## config.mk

```make
export PLATFORM = sky130hd
export DESIGN_NAME = nco_phase_gen
export DESIGN_NICKNAME = d
export VERILOG_FILES = /design/src/rtl/nco_phase_gen.sv
export SDC_FILE = /design/constraint.sdc
export NUM_CORES = 1
export LEC_CHECK = 0
export BUFFER_PORTS_ARGS = -buffer_cell sky130_fd_sc_hd__clkbuf_2
export CAP_MARGIN = 20
export CORE_MARGIN = 2
export CORE_UTILIZATION = 49
export CTS_CLUSTER_DIAMETER = 30
export DETAILED_ROUTE_END_ITERATION = 16
export GPL_TIMING_DRIVEN = 0
export PLACE_DENSITY = 0.69
export SKIP_CTS_REPAIR_TIMING = 1
export SLEW_MARGIN = 20
export SYNTH_ARGS = -nofsm -noshare
export SYNTH_HDL_FRONTEND = slang
export SYNTH_SLANG_ARGS = --single-unit
```

## constraint.sdc

```tcl
create_clock -name clk -period 7 [get_ports clk]
set_clock_uncertainty 0.2 [all_clocks]
set_input_delay 1.4 -clock clk [delete_from_list [all_inputs] [get_ports clk]]
set_output_delay 1.4 -clock clk [all_outputs]
set_load 0.02 [all_outputs]
```

## src/rtl/nco_phase_gen.sv

```systemverilog
// Phase accumulator NCO feeding the sincos angle input, with optional linear FTW chirp.
// Outputs are registered; busy is a direct decode of the state register.
module nco_phase_gen #(
    parameter int unsigned ACC_W   = 24,
    parameter int unsigned PHASE_W = 10
) (
    input  logic               clk,
    input  logic               areset,
    input  logic               en,
    input  logic               start,
    input  logic               stop,
    input  logic               sync_clr,
    input  logic               cfg_we,
    input  logic [1:0]         cfg_addr,
    input  logic [ACC_W-1:0]   cfg_data,
    input  logic               chirp_en,
    output logic [PHASE_W-1:0] a,
    output logic               a_valid,
    output logic               wrap,
    output logic               chirp_done,
    output logic               busy
);

    typedef enum logic [1:0] {
        IDLE  = 2'd0,
        RUN   = 2'd1,
        CHIRP = 2'd2
    } state_t;

    state_t state_q, state_d;

    logic [ACC_W-1:0]   acc_q, acc_d;
    logic [ACC_W-1:0]   base_q, base_d;
    logic [ACC_W-1:0]   step_q, step_d;
    logic [ACC_W-1:0]   limit_q, limit_d;
    logic [ACC_W-1:0]   cur_q, cur_d;
    logic [PHASE_W-1:0] poff_q, poff_d;
    logic [PHASE_W-1:0] a_q, a_d;
    logic               valid_q, valid_d;
    logic               wrap_q, wrap_d;
    logic               done_q, done_d;

    logic               step_en;
    logic               entering;
    logic               in_run;
    logic               in_chirp;
    logic               wr_base;
    logic [ACC_W-1:0]   ftw_eff;
    logic [ACC_W:0]     acc_sum;
    logic [ACC_W:0]     ramp_sum;

    always_ff @(posedge clk or posedge areset) begin
        if (areset) begin
            state_q <= IDLE;
        end else begin
            state_q <= state_d;
        end
    end

    always_comb begin
        state_d = state_q;
        case (state_q)
            IDLE:       if (start && !stop) state_d = chirp_en ? CHIRP : RUN;
            RUN, CHIRP: if (stop) state_d = IDLE;
            default:    state_d = IDLE;
        endcase
    end

    // A stop edge takes no sample step, so acc and a hold through it.
    always_comb begin
        busy     = (state_q != IDLE);
        in_run   = (state_q == RUN);
        in_chirp = (state_q == CHIRP);
        step_en  = busy && en && !stop;
        entering = (state_q == IDLE) && (state_d != IDLE);
    end

    always_comb begin
        base_d  = base_q;
        step_d  = step_q;
        limit_d = limit_q;
        poff_d  = poff_q;
        acc_d   = acc_q;
        cur_d   = cur_q;
        a_d     = a_q;
        valid_d = 1'b0;
        wrap_d  = 1'b0;
        done_d  = 1'b0;

        wr_base  = cfg_we && (cfg_addr == 2'd0);
        ftw_eff  = (in_run && wr_base) ? cfg_data : cur_q;
        acc_sum  = {1'b0, acc_q} + {1'b0, ftw_eff};
        ramp_sum = {1'b0, cur_q} + {1'b0, step_q};

        if (cfg_we) begin
            case (cfg_addr)
                2'd0:    base_d  = cfg_data;
                2'd1:    step_d  = cfg_data;
                2'd2:    limit_d = cfg_data;
                default: poff_d  = cfg_data[PHASE_W-1:0];
            endcase
        end

        if (entering) begin
            cur_d = wr_base ? cfg_data : base_q;
        end else if (in_run && wr_base) begin
            cur_d = cfg_data;
        end

        if (step_en) begin
            a_d     = acc_q[ACC_W-1 -: PHASE_W] + poff_q;
            acc_d   = acc_sum[ACC_W-1:0];
            wrap_d  = acc_sum[ACC_W];
            valid_d = 1'b1;
            // Ramp reload uses the pre-write base, so a same-edge base write cannot disturb it.
            if (in_chirp) begin
                if (ramp_sum > {1'b0, limit_q}) begin
                    cur_d  = base_q;
                    done_d = 1'b1;
                end else begin
                    cur_d = ramp_sum[ACC_W-1:0];
                end
            end
        end

        if (sync_clr) begin
            acc_d  = '0;
            wrap_d = 1'b0;
        end
    end

    always_ff @(posedge clk or posedge areset) begin
        if (areset) begin
            acc_q   <= '0;
            base_q  <= '0;
            step_q  <= '0;
            limit_q <= '0;
            cur_q   <= '0;
            poff_q  <= '0;
            a_q     <= '0;
            valid_q <= 1'b0;
            wrap_q  <= 1'b0;
            done_q  <= 1'b0;
        end else begin
            acc_q   <= acc_d;
            base_q  <= base_d;
            step_q  <= step_d;
            limit_q <= limit_d;
            cur_q   <= cur_d;
            poff_q  <= poff_d;
            a_q     <= a_d;
            valid_q <= valid_d;
            wrap_q  <= wrap_d;
            done_q  <= done_d;
        end
    end

    assign a          = a_q;
    assign a_valid    = valid_q;
    assign wrap       = wrap_q;
    assign chirp_done = done_q;

endmodule
```

# Word level (Yosys, flattened, before mapping)

Cells that the tools add are included.

Word-level logic and storage cells: 56
Flip-flop bits (word level): 145
Output and inout port bits: 14

Multiplexer cells: 18
Reductions and logical operators: 18
Magnitude comparators: 1
Equal/unequal tests: 4
Bitwise gates (word level): 1
$add $sub $neg: 3

Operators by type and width:

| cell                                                                   | number |
|---|---|
| 24-bit 2-to-1 mux                                                      | 8 |
| 24-bit by 24-bit adder with 25-bit output                              | 2 |
| 25-bit by 24-bit > comparator with 1-bit output                        | 1 |
| 10-bit adder                                                           | 1 |
| 2-bit AND reduction                                                    | 4 |
| 1-bit logical AND                                                      | 6 |
| 1-bit 2-to-1 mux                                                       | 6 |
| 2-bit 2-to-1 mux                                                       | 3 |
| 2-bit nonzero test                                                     | 3 |
| 2-bit by 1-bit equality test with 1-bit output (second input constant) | 2 |
| 2-bit equality test (second input constant)                            | 2 |
| 2-bit zero test                                                        | 2 |
| 2-bit one-hot mux with 2 select lines                                  | 1 |
| 3-bit OR reduction                                                     | 1 |
| 2-bit OR reduction                                                     | 1 |
| 1-bit zero test                                                        | 1 |
| 1-bit inverter                                                         | 1 |

# Logic depth before layout (Yosys ltp)

Depth in word-level cells: 9
Gate-level depth with buffers: 20
Depth with buffers taken out: 19

# Least setup slack after synthesis

No wires, ideal clock.

Path type: input port to flip-flop
Start point: input cfg_addr[1]
End point: register acc_q[21]
Stages: 15
Path buffers: 2
Slack: 1.561 ns
Data arrival time: 5.104 ns
Library setup time: 0.135 ns
Cells stage by stage: nor3b_1 -> and2_1 -> clkbuf_1 -> buf_2 -> mux2_2 -> ha_1 -> a21o_1 -> a31o_2 -> a221oi_2 -> a21oi_1 -> o41ai_1 -> a21boi_0 -> or3_1 -> nand3_1 -> a21oi_1

Cells in the longest elaborated chain, start to end: 7

RTL lines:

| what                                      | RTL line | text |
|---|---|---|
| start: declaration                        | 14       | `input logic [1:0] cfg_addr,` |
| 2-bit zero test                           | 90       | `wr_base = cfg_we && (cfg_addr == 2'd0);` |
| 1-bit logical AND                         | 90       |  |
| 1-bit logical AND                         | 91       | `ftw_eff = (in_run && wr_base) ? cfg_data : cur_q;` |
| 24-bit 2-to-1 mux                         | 91       |  |
| 24-bit by 24-bit adder with 25-bit output | 92       | `acc_sum = {1'b0, acc_q} + {1'b0, ftw_eff};` |
| 24-bit 2-to-1 mux                         | 110      | `if (step_en) begin` |
| 24-bit 2-to-1 mux                         | 126      | `if (sync_clr) begin` |
| end signal: assignment                    | 134      | `acc_q <= '0;` |
| end signal: assignment                    | 145      | `acc_q <= acc_d;` |
| end: declaration                          | 32       | `logic [ACC_W-1:0] acc_q, acc_d;` |

No other way between the ends. The select of a mux whose other input is x is not followed.
A chain may end at the register's enable or synchronous reset.

# Worst setup path after layout

Ends and elaborated chain as after synthesis.

==> summary.md <==
| Metric | Value |
|---|---|
| Via count | 7,174 |
| Sink Count | 145 |
| Sequential fraction of the synthesis area | 38.60% |
| Worst vdd ir | 0.2459 mV |
| Synth area leader | dfrtp_1 |
| Share of the synthesized area in the top cell type | 38.60% |
| Maximum capacitance violations | 0 |
| Die ar. | 20,300 um2 |
| Worst-path maximum fanout | 10 |
| Core Rows | 50 |
| Main synth FF type | dfrtp_1 |
| Hold wc startpoint | a[6]$_DFFE_PP0P_ |
| Iter 0 DRT Violations | 412 |
| Antenna-violating nets left | 0 |
| FF+latch area | 3628 um2 |
| Final hold vios | 0 |
| Gr ovfl total | 0 |
| Post-synth cell types | 58 |
| Fmax | 155.4 MHz |
| Reg-to-Reg Start | step_q[0]$_DFFE_PP0P_ |
| CTS Buf Count | 17 |
| Clk root buf | clkbuf_16 |
| Async SR Flop Fraction | 100.0% |
| Slew Limit Fails | 0 |
| I/O pins | 48 |
| Critical Path Start | cfg_addr[1] |
| HPWL after DPL | 17.34 mm |
| Startpoint Class | primary input |
| Cell internal pwr | 2.938 mW |
| Yosys reg bits | 145 |
| Syn nets | 1,041 |
| Mapped Cells | 919 |
| Final core occ | 56.09% |
| Fillers | 1,674 |
| Diode count | 0 |
| RSZ-0062 raised after global routing | no |
| Layout cells sized above 1 | 22.31% |
| Starting density of the core | 50.08% |
| Area delta synth->final | 11.99% |
| Setup TNS | 0 ns |
| Power per cell area | 483.4 nW/um2 |
| Final Cycle Share | 91.93% |
| Die Ht | 142.5 um |
| Slew HR | 37.05% |
| Gate power share | 59.3% |
| Core ar. | 18,770 um2 |
| H-tree levels | 4 |
| Largest net degree at the start of global routing | 98 |
| Switching power | 2.150 mW |
| Leakage power | 4.899 nW |
| Switching Share | 42.26% |
| Worst min-delay path category | register to register |
| Number of port buffers | 46 |
| Chip width | 142.5 um |
| Worst path required time | 7.08 ns |
| Worst-margin pin slew | 0.9422 ns |
| Area contributors post-synth | dfrtp_1, mux2_2, ha_1 |
| Status | finished clean |
| Global-route wire length before repair | 37.99 mm |
| Synth Area per Inst | 10.23 um2 |
| Vias per inst | 5.837 |
| Clock share of power | 17.3% |
| Final WS setup | 0.5650 ns |
| Clock transition at the registers of the reported paths | 0.06 ns |
| DRC viols | 0 |
| Drt first pass iters | 5 |
| WP data arrival | 6.52 ns |
| Warnings, synthesis | 0 |
| EDFF count, synth | 0 |
| Routed wire length | 23.36 mm |
| Drt wl/cell | 19.01 um |
| Flop pwr share | 23.4% |
| Initial antenna violation count | 0 |
| Crit. End Element | register |
| GR Util All Layers | 24.51% |
| Number of setup violations in the final report | 0 |
| Clock Latency Late Sink | 0.43 ns |
| Area of the multi-input gates | 5461 um2 |
| Setup Crit Path Kind | primary input to register |
| Nets | 1,107 |
| RD Place Congestion | 0.8820 |
| Clock tree buffer depth | 2 |
| Mapped Area | 9399 um2 |
| CTS tree | yes |
| Tmin final | 6.435 ns |
| Vias in the first global route | 7,227 |
| Pre-CTS setup slack | 0.3108 ns |
power by group through the flow:
stage	Sequential (mW)	Combinational (mW)	Clock, mW
6_report	1.19	3.02	0.880
2_1_floorplan	1.20	2.29	0
3_3_place_gp	1.19	2.94	0
5_1_grt	1.22	3.36	0.933
3_5_place_dp	1.20	2.98	0
4_1_cts	1.19	3.01	0.896
through the flow:
step	power [mW]	instances	hold WS [ns]	cell area [um2]
detailed placement	4.182	1200	0.2712	9962
finish	5.089	1229	0.2780	10530
global route	5.507	1229	0.3157	10530
global placement	4.133	1199	0.2658	9922
CTS	5.092	1229	0.2847	10530
floorplan	3.490	919	0.2794	9399
worst paths after layout:
kind / to / slack, ns / cells after the start
min in group asynchronous: cur_q[19]$_DFF_PP0_ / 0.77 / 2
hold / removal: a[6]$_DFFE_PP0P_ / 0.28 / 2
max in group asynchronous: limit_q[10]$_DFFE_PP0P_ / 5.02 / 3
hold reg to reg: a[6]$_DFFE_PP0P_ / 0.28 / 2
setup / recovery: acc_q[21]$_DFFE_PP0P_ / 0.56 / 16
setup reg to reg: cur_q[17]$_DFF_PP0_ / 1.52 / 18
cells in the final DEF (no fill, tap or decap), types with 3 or more instances in the layout:
cell type / count
a21o_1: 23
o21ai_0: 41
fa_1: 3
nor3_1: 12
o31ai_1: 3
a211oi_1: 11
xnor2_1: 27
a31oi_1: 5
ha_1: 85
dfrtp_1: 145
o21a_1: 12
clkbuf_16: 17
mux2i_1: 26
nor2b_1: 7
and2_1: 3
or3_1: 4
buf_1: 3
nand2_1: 62
nor2_1: 59
a21oi_1: 87
nand3_1: 19
mux2_2: 129
xor2_1: 15
o21bai_1: 5
nand2b_1: 3
nand3b_1: 5
clkbuf_2: 46
nor4_1: 5
o211ai_1: 4
clkbuf_1: 22
and4_1: 3
inv_1: 47
clkinv_2: 3
clkbuf_8: 6
nand4_1: 5
flip-flops by register name, summed over array words and instances (netlist names):
| signal | cells |
|---|---|
| poff_q | 10 |
| step_q | 24 |
| limit_q | 24 |
| chirp_done | 1 |
| base_q | 24 |
| a | 10 |
| wrap | 1 |
| cur_q | 24 |
| a_valid | 1 |
| state_q | 2 |
| acc_q | 24 |
layer usage:
metal  track usage [%]  wire (um)  vias up
li1                  -          -     3448
met1             33.30      11130     3544
met2             38.59      10550      153
met3             5.350       1095       29
met4             8.963        582        0
met5                 0          0        -
worst max-delay path: stages:
cell and delay (ns):
clkbuf_2 0.12, nor3b_1 0.79, and2_1 0.22, clkbuf_1 0.31, buf_2 0.38, mux2_2 0.43, ha_1 0.37, nand4_1 0.25
nor4_1 0.08, a211oi_1 0.52, a21oi_1 0.24, o41ai_1 0.66, a21boi_0 0.22, or3_1 0.34, nand3_1 0.11, a21oi_1 0.08
cells in the mapped netlist, drive strengths merged (3+ instances only):
cell / instances
a211oi: 13
fa: 3
o21bai: 5
or3: 4
o21a: 12
mux2i: 26
o31ai: 4
nand3b: 5
nand2b: 3
xnor2: 27
buf: 7
xor2: 15
nand4: 5
inv: 48
and2: 3
a31oi: 5
nor3: 12
nor4: 5
and4: 3
mux2: 129
o211ai: 4
nor2b: 7
dfrtp: 145
ha: 85
clkbuf: 21
nand2: 62
a21o: 25
nand3: 19
o21ai: 41
nor2: 59
a21oi: 88
cells by family (layout without fill, tap and decap cells):
| group | after synthesis | in the layout | synth area share [%] |
|---|---|---|---|
| AOI/OAI and AO/OA | 215 | 215 | 14.20 |
| buffers and inverters | 77 | 153 | 3.341 |
| muxes | 155 | 155 | 18.22 |
| xor gates and xnor gates | 42 | 42 | 3.914 |
| adders and majority gates | 88 | 88 | 11.95 |
| and+or+nand+nor | 197 | 197 | 9.758 |
| DFF | 145 | 145 | 38.60 |
cell type report:
cell class                 instances  share of cell area (%)
buffer                            28                   1.236
clock buffer                      24                   4.862
clock inverter                     5                  0.4992
inverter                          49                   1.819
multi-input combinational        697                   51.88
sequential                       145                   34.47
tap                              234                   2.781
timing repair buffer              47                   2.449
(Power assumes the default switching activity.)
